### config.mk
export PLATFORM = sky130hd
export DESIGN_NAME = scratchpad_mp_flat
export DESIGN_NICKNAME = d
export VERILOG_FILES = /design/src/rtl/scratchpad_mp_if.sv /design/src/rtl/scratchpad_mp.sv /design/src/flat_wrapper.sv
export SDC_FILE = /design/constraint.sdc
export NUM_CORES = 1
export LEC_CHECK = 0
export CAP_MARGIN = 20
export CORE_AREA = 2 2 312 314
export CTS_CLUSTER_SIZE = 40
export DETAILED_ROUTE_END_ITERATION = 16
export DIE_AREA = 0 0 314 316
export HOLD_SLACK_MARGIN = 0.08
export PLACE_DENSITY_LB_ADDON = 0.05
export SYNTH_ARGS = -nofsm -noshare
export SYNTH_HDL_FRONTEND = slang
export SYNTH_SLANG_ARGS = --single-unit
### constraint.sdc
create_clock -name clk -period 3.17 [get_ports clk]
set_input_delay 0.634 -clock clk [delete_from_list [all_inputs] [get_ports clk]]
set_output_delay 0.634 -clock clk [all_outputs]
set_load 0.02 [all_outputs]
### src/rtl/scratchpad_mp_if.sv
`default_nettype none
// ============================================================================
// Module   : scratchpad_mp_if
// Brief    : Bus bundle for the multi-read-port scratchpad (control, reads, write).
// Revision : 1.0 - initial release
// ============================================================================
interface scratchpad_mp_if #(
  parameter int WIDTH       = 8,
  parameter int PARALLELISM = 1,
  parameter int HEIGHT      = 128,
  parameter int N_READ      = 2
);
  localparam int DW = PARALLELISM * WIDTH;
  localparam int AW = (HEIGHT > 1) ? $clog2(HEIGHT) : 1;

  logic                   CS;
  logic                   clear_req;
  logic                   busy;
  logic [N_READ*AW-1:0]   read_addr;
  logic [N_READ-1:0]      read_en;
  logic [N_READ*DW-1:0]   qout;
  logic [AW-1:0]          write_addr;
  logic                   write_en;
  logic [PARALLELISM-1:0] write_mask;
  logic [DW-1:0]          din;

  modport master (
    output CS, clear_req, read_addr, read_en, write_addr, write_en, write_mask, din,
    input  busy, qout
  );

  modport slave (
    input  CS, clear_req, read_addr, read_en, write_addr, write_en, write_mask, din,
    output busy, qout
  );
endinterface
`default_nettype wire

### src/rtl/scratchpad_mp.sv
`default_nettype none
// ============================================================================
// Module   : scratchpad_mp
// Brief    : N-read/1-write scratchpad with lane masks, optional bypass, hold-last
//            read outputs and a hardware clear engine.
// Revision : 1.0 - initial release
// ============================================================================
module scratchpad_mp #(
  parameter int WIDTH          = 8,
  parameter int PARALLELISM    = 1,
  parameter int HEIGHT         = 128,
  parameter int N_READ         = 2,
  parameter int BYPASS         = 0,
  parameter int CLEAR_ON_RESET = 1
) (
  input  wire logic       clk,
  input  wire logic       rst,
  scratchpad_mp_if.slave  bus
);
  localparam int DW = PARALLELISM * WIDTH;
  localparam int AW = (HEIGHT > 1) ? $clog2(HEIGHT) : 1;
  localparam logic [AW:0]   c_HEIGHT = (AW+1)'(HEIGHT);
  localparam logic [AW-1:0] c_LAST   = AW'(HEIGHT - 1);

  localparam logic [0:0] S_READY = 1'b0;
  localparam logic [0:0] S_CLEAR = 1'b1;

  logic [0:0]          r_state;
  logic [0:0]          w_next;
  logic                w_busy;
  logic [AW-1:0]       r_clr_cnt;
  logic [DW-1:0]       r_mem [HEIGHT];
  logic                w_wr_valid;
  logic                w_wr;
  logic                w_enter_clear;
  logic [N_READ*DW-1:0] w_qout;

  always_ff @(posedge clk or posedge rst) begin
    if (rst) r_state <= (CLEAR_ON_RESET != 0) ? S_CLEAR : S_READY;
    else     r_state <= w_next;
  end

  always_comb begin
    w_next = r_state;
    case (r_state)
      S_READY: if (bus.clear_req)        w_next = S_CLEAR;
      S_CLEAR: if (r_clr_cnt == c_LAST)  w_next = S_READY;
      default:                           w_next = S_READY;
    endcase
  end

  always_comb begin
    w_busy = (r_state == S_CLEAR);
  end

  assign bus.busy      = w_busy;
  assign w_enter_clear = (r_state == S_READY) && bus.clear_req;
  assign w_wr_valid    = ({1'b0, bus.write_addr} < c_HEIGHT);
  assign w_wr          = !w_busy && bus.CS && bus.write_en && w_wr_valid;

  // Counter idles at 0 outside CLEAR so every clear (and reset) starts at word 0.
  always_ff @(posedge clk or posedge rst) begin
    if (rst)                                r_clr_cnt <= '0;
    else if (w_busy && r_clr_cnt != c_LAST) r_clr_cnt <= r_clr_cnt + AW'(1);
    else                                    r_clr_cnt <= '0;
  end

  always_ff @(posedge clk) begin
    if (w_busy) begin
      r_mem[r_clr_cnt] <= '0;
    end else if (w_wr) begin
      for (int k = 0; k < PARALLELISM; k++) begin
        if (bus.write_mask[k]) r_mem[bus.write_addr][k*WIDTH +: WIDTH] <= bus.din[k*WIDTH +: WIDTH];
      end
    end
  end

  for (genvar i = 0; i < N_READ; i++) begin : g_rd
    logic [AW-1:0] w_raddr;
    logic          w_rvalid;
    logic [DW-1:0] w_mem_q;
    logic [DW-1:0] w_rd;
    logic [DW-1:0] r_hold;

    assign w_raddr  = bus.read_addr[i*AW +: AW];
    assign w_rvalid = ({1'b0, w_raddr} < c_HEIGHT);
    assign w_mem_q  = (bus.CS && w_rvalid) ? r_mem[w_raddr] : '0;

    if (BYPASS != 0) begin : g_byp
      logic w_hit;
      assign w_hit = bus.CS && bus.write_en && w_wr_valid && (bus.write_addr == w_raddr);
      always_comb begin
        w_rd = w_mem_q;
        if (w_hit) begin
          for (int k = 0; k < PARALLELISM; k++) begin
            if (bus.write_mask[k]) w_rd[k*WIDTH +: WIDTH] = bus.din[k*WIDTH +: WIDTH];
          end
        end
      end
    end else begin : g_nobyp
      assign w_rd = w_mem_q;
    end

    always_ff @(posedge clk or posedge rst) begin
      if (rst)                             r_hold <= '0;
      else if (w_enter_clear)              r_hold <= '0;
      else if (!w_busy && bus.read_en[i])  r_hold <= w_rd;
    end

    assign w_qout[i*DW +: DW] = (rst || w_busy) ? '0 : (bus.read_en[i] ? w_rd : r_hold);
  end

  assign bus.qout = w_qout;
endmodule
`default_nettype wire
### src/flat_wrapper.sv
// flat-port wrapper written by rule: the top's interface ports become plain ports
module scratchpad_mp_flat 
#(
  parameter int WIDTH          = 8,
  parameter int PARALLELISM    = 1,
  parameter int HEIGHT         = 128,
  parameter int N_READ         = 2,
  parameter int BYPASS         = 0,
  parameter int CLEAR_ON_RESET = 1
)
  (clk, rst, bus_CS, bus_clear_req, bus_read_addr, bus_read_en, bus_write_addr, bus_write_en, bus_write_mask, bus_din, bus_busy, bus_qout);
  scratchpad_mp_if #(.WIDTH(WIDTH), .PARALLELISM(PARALLELISM), .HEIGHT(HEIGHT), .N_READ(N_READ)) bus_i ();
  input  wire logic clk;
  input  wire logic rst;
  input wire logic [$bits(bus_i.CS)-1:0] bus_CS;
  input wire logic [$bits(bus_i.clear_req)-1:0] bus_clear_req;
  input wire logic [$bits(bus_i.read_addr)-1:0] bus_read_addr;
  input wire logic [$bits(bus_i.read_en)-1:0] bus_read_en;
  input wire logic [$bits(bus_i.write_addr)-1:0] bus_write_addr;
  input wire logic [$bits(bus_i.write_en)-1:0] bus_write_en;
  input wire logic [$bits(bus_i.write_mask)-1:0] bus_write_mask;
  input wire logic [$bits(bus_i.din)-1:0] bus_din;
  output wire logic [$bits(bus_i.busy)-1:0] bus_busy;
  output wire logic [$bits(bus_i.qout)-1:0] bus_qout;
  assign bus_i.CS = bus_CS;
  assign bus_i.clear_req = bus_clear_req;
  assign bus_i.read_addr = bus_read_addr;
  assign bus_i.read_en = bus_read_en;
  assign bus_i.write_addr = bus_write_addr;
  assign bus_i.write_en = bus_write_en;
  assign bus_i.write_mask = bus_write_mask;
  assign bus_i.din = bus_din;
  assign bus_busy = bus_i.busy;
  assign bus_qout = bus_i.qout;
  scratchpad_mp #(.WIDTH(WIDTH), .PARALLELISM(PARALLELISM), .HEIGHT(HEIGHT), .N_READ(N_READ), .BYPASS(BYPASS), .CLEAR_ON_RESET(CLEAR_ON_RESET)) u_core (.clk(clk), .rst(rst), .bus(bus_i));
endmodule
==> key figures <==
Synthesis
  • Post-synth top flop: edfxtp_1
  • Synth Net Count: 2838
  • Syn avg cell area: 17.7 µm²
  • Sequential share of the synthesized area: 63.2%
  • Synth cell types: 68
  • Synth Register Bits: 1048
  • Cell count after synthesis: 2800
  • Mapped cell area: 49600 µm²
  • Synth async-reset ratio: 2.29%
  • Syn. warnings: 0
  • Number of flops mapped to enable cells by yosys: 1024

Timing
  • Final Hold Fails: 0
  • Final worst slack: -1170 ps
  • Max_slew headroom: 46.0%
  • Slew Viols, Final: 0
  • Clk_skew: 25.8 ps
  • Minimum clock period: 4340 ps
  • RSZ-0062 raised after global routing: yes
  • Setup-failing EPs final: 16
  • Max Fclk: 230 MHz
  • Tcrit/Tclk final: 137%
  • Tightest Pin Transition: 804 ps
  • Setup TNS: -12820 ps
  • Hold slack final: 362 ps

Critical path
  • Worst path required time: 2540 ps
  • Worst path top cell family by delay: compound AO/OA/AOI/OAI gates
  • Worst path buffer plus inverter count: 3
  • Most used cell, CP: buf_4
  • CP max-delay cell: o211ai_1
  • Worst Setup Start Kind: register
  • Arr. time, crit path: 3710 ps
  • Crit path capture type: primary output
  • Worst R2R Start: u_core.r_mem[80][3]$_DFFE_PP_
  • Reg2reg path depth: 8
  • Reg2reg setup slack: 130 ps
  • Max stage delay on crit path: 580 ps
  • FF-to-FF End: u_core.g_rd[0].r_hold[3]$_DFFE_PP0P_
  • Setup Crit Path Kind: register to primary output
  • Critical path cell sequence: buf_4 > mux4_2 > o211ai_1 > nand4_1 > a211o_1 > nor3_4 > buf_6 > a21oi_2 > buf_4
  • Critical path peak fanout: 2

Clock tree
  • Clk root buf: clkbuf_16
  • Inserted Clock Buffers: 110
  • Clk_lat worst skew: 730 ps
  • Clock transition at path regs: 60 ps
  • Quantity of hold-fixing buffers added after cts: 0
  • CTS Sinks: 1048
  • CTS HTree Levels: 3
  • CTS tree: yes
  • Clock buffer depth: 3

Min path
  • Min-Delay Path Class: primary input to async pin

Power and ir drop
  • Overall Power: 30.3 mW
  • Peak VDD IR: 546 µV
  • Leak pwr: 22.0 nW
  • Pwr dens: 482 nW/µm²

Routing
  • DRT met1 WL: 66100 µm
  • Total Routed Length: 171000 µm
  • Post-route ant nets: 0
  • Vias: 33200
  • DR WL/cell: 34.7 µm
  • Vias per cell: 6.72
  • Top sig layer: met5
  • DRT Pass-1 Iters: 8
  • Met3 WL: 18900 µm
  • DRC viols: 0
  • Initial DRC Count: 5027
  • Detail Route met2 WL: 79500 µm

Global routing
  • Global-route usage over all layers: 34.3%
  • Initial antenna violation count: 4
  • First-pass GRT wire length: 238000 µm
  • Congestion Overflow GR: 0
  • Vias in the first global route: 32500
  • Largest net degree at the start of global routing: 93

Placed design
  • Dpl hpwl: 119000 µm
  • GP Congestion: 1.01
  • IO Port Bufs: 53

Floorplanning
  • Die Y: 316 µm
  • I/O pin count: 54
  • Initial core utilization: 51.6%
  • Core Area: 96000 µm²
  • Site Rows: 114
  • Die X: 314 µm
  • Die area: 99200 µm²

Status
  • Status: finished, violations left
  • Failing checks: setup timing

Cells and area
  • Multi-input logic area: 17800 µm²
  • Nets@finish: 3619
  • Filler Cells Inserted: 6600
  • Layout cells sized above 1: 44.2%
  • Area growth syn-to-layout: 26.8%
  • Sequential Area: 31400 µm²

Flow run
  • # Max-Cap Violations: 0
==> metal layers <==
metal  vias up  track usage, %
met5         -               0
met4         2            12.7
met3       342            7.96
met2      2113            53.1
met1     17300            48.0
li1      13400               -
==> worst register-to-register path: stages, from the launching register on <==
cell and delay, ps:
edfxtp_1 400, buf_4 150, mux4_2 440, o211ai_1 590, nand4_1 410, a211o_1 460
nor3_4 200, buf_6 140, o221ai_1 110
==> area by class of cell <==
cell class | count | area share, %
tap | 1276 | 2.54
timing repair buffer | 881 | 13.4
antenna | 1 | 0.00398
inverter | 8 | 0.0537
multi-input combinational | 1532 | 28.3
clock buffer | 134 | 4.55
clock inverter | 66 | 1.24
sequential | 1048 | 49.9
==> cell usage in the layout (no fill, tap or decap), types with 17 or more instances in the layout <==
cell type	instances
clkbuf_16	117
o221ai_1	30
clkinv_1	21
a221oi_1	28
o22ai_1	43
clkbuf_1	22
nand2_1	98
o21ai_0	26
o211ai_1	27
mux2_2	58
dfrtp_1	23
nand3_1	26
nor2_1	185
a22oi_1	67
buf_6	26
mux2i_1	136
mux4_2	427
nor3_1	20
buf_12	93
a21oi_1	31
nand2b_1	23
a31oi_1	19
clkinv_2	19
clkdlybuf4s50_1	26
buf_4	701
a21oi_2	17
edfxtp_1	1024
==> state kept, by name, indices dropped and copies added, names as in the netlist <==
signal              count
u_core.r_clr_cnt        7
u_core.r_mem         1024
u_core.bus.busy         1
u_core.g_rd.r_hold     16
==> kinds of logic after synthesis <==
kind of cell / share of synthesized area [%]
XOR/XNOR: 0.0884
multiplexers: 23.8
adder cells (fa/ha/maj): 0.0252
AND/OR/NAND/NOR: 4.61
AO/OA/AOI/OAI: 5.99
buffers and inverters: 2.25
flip-flops: 63.2
==> Yosys cell counts (25+ instances only) <==
library cell,count,area (µm²)
a22oi_1,74,556
mux2i_1,142,1420
nand3_1,34,170
clkbuf_1,79,297
nor2_1,188,706
edfxtp_1,1024,30700
a221oi_1,28,245
o21ai_0,31,155
a21oi_1,50,250
o221ai_1,32,280
mux4_2,427,9620
mux2_2,58,653
nand2_1,106,398
o211ai_1,27,203
o22ai_1,45,282
nor3_1,27,135
nand2b_1,25,156
buf_2,82,410
==> what timing repair did <==
item | in CTS | in global routing
cloned | 4 | 7
setup endpoints to repair | 17 | 16
resized for setup | 196 | 54
pin swaps | 61 | 33
hold endpoints to repair | 0 | 0
buffers inserted | 27 | 50
==> worst max path at each step <==
stage,startpoint,end,slack [ps],depth (start not counted)
after floorplan,bus_read_addr[8],bus_qout[11],-40,9
after global placement,bus_read_addr[1],bus_qout[4],-1700,11
after detailed placement,bus_read_addr[1],bus_qout[2],-1700,10
after CTS,u_core.r_mem[80][3]$_DFFE_PP_,bus_qout[3],-1180,9
after global routing,u_core.r_mem[80][4]$_DFFE_PP_,bus_qout[4],-1150,9
final,u_core.r_mem[80][4]$_DFFE_PP_,bus_qout[4],-1170,9
==> report_power, final <==
part / internal (mW) / switching [mW]
logic: 1.03 / 1.18
registers: 15.0 / 0.000753
clock network: 7.59 / 5.56
total: 23.6 / 6.74
==> per-stage QoR <==
step | setup slack (ps) | instance area (µm²) | std cells | util, %
after floorplan | -40.1 | 49900 | 2800 | -
after global placement | -1700 | 57600 | 4665 | 60.0
after detailed placement | -1700 | 57600 | 4665 | 60.0
after CTS | -1180 | 62100 | 4889 | 64.6
after global routing | -1150 | 62900 | 4945 | 65.5
final | -1170 | 62900 | 4946 | 65.5
No activity file was read; power rests on OpenSTA's default activity.
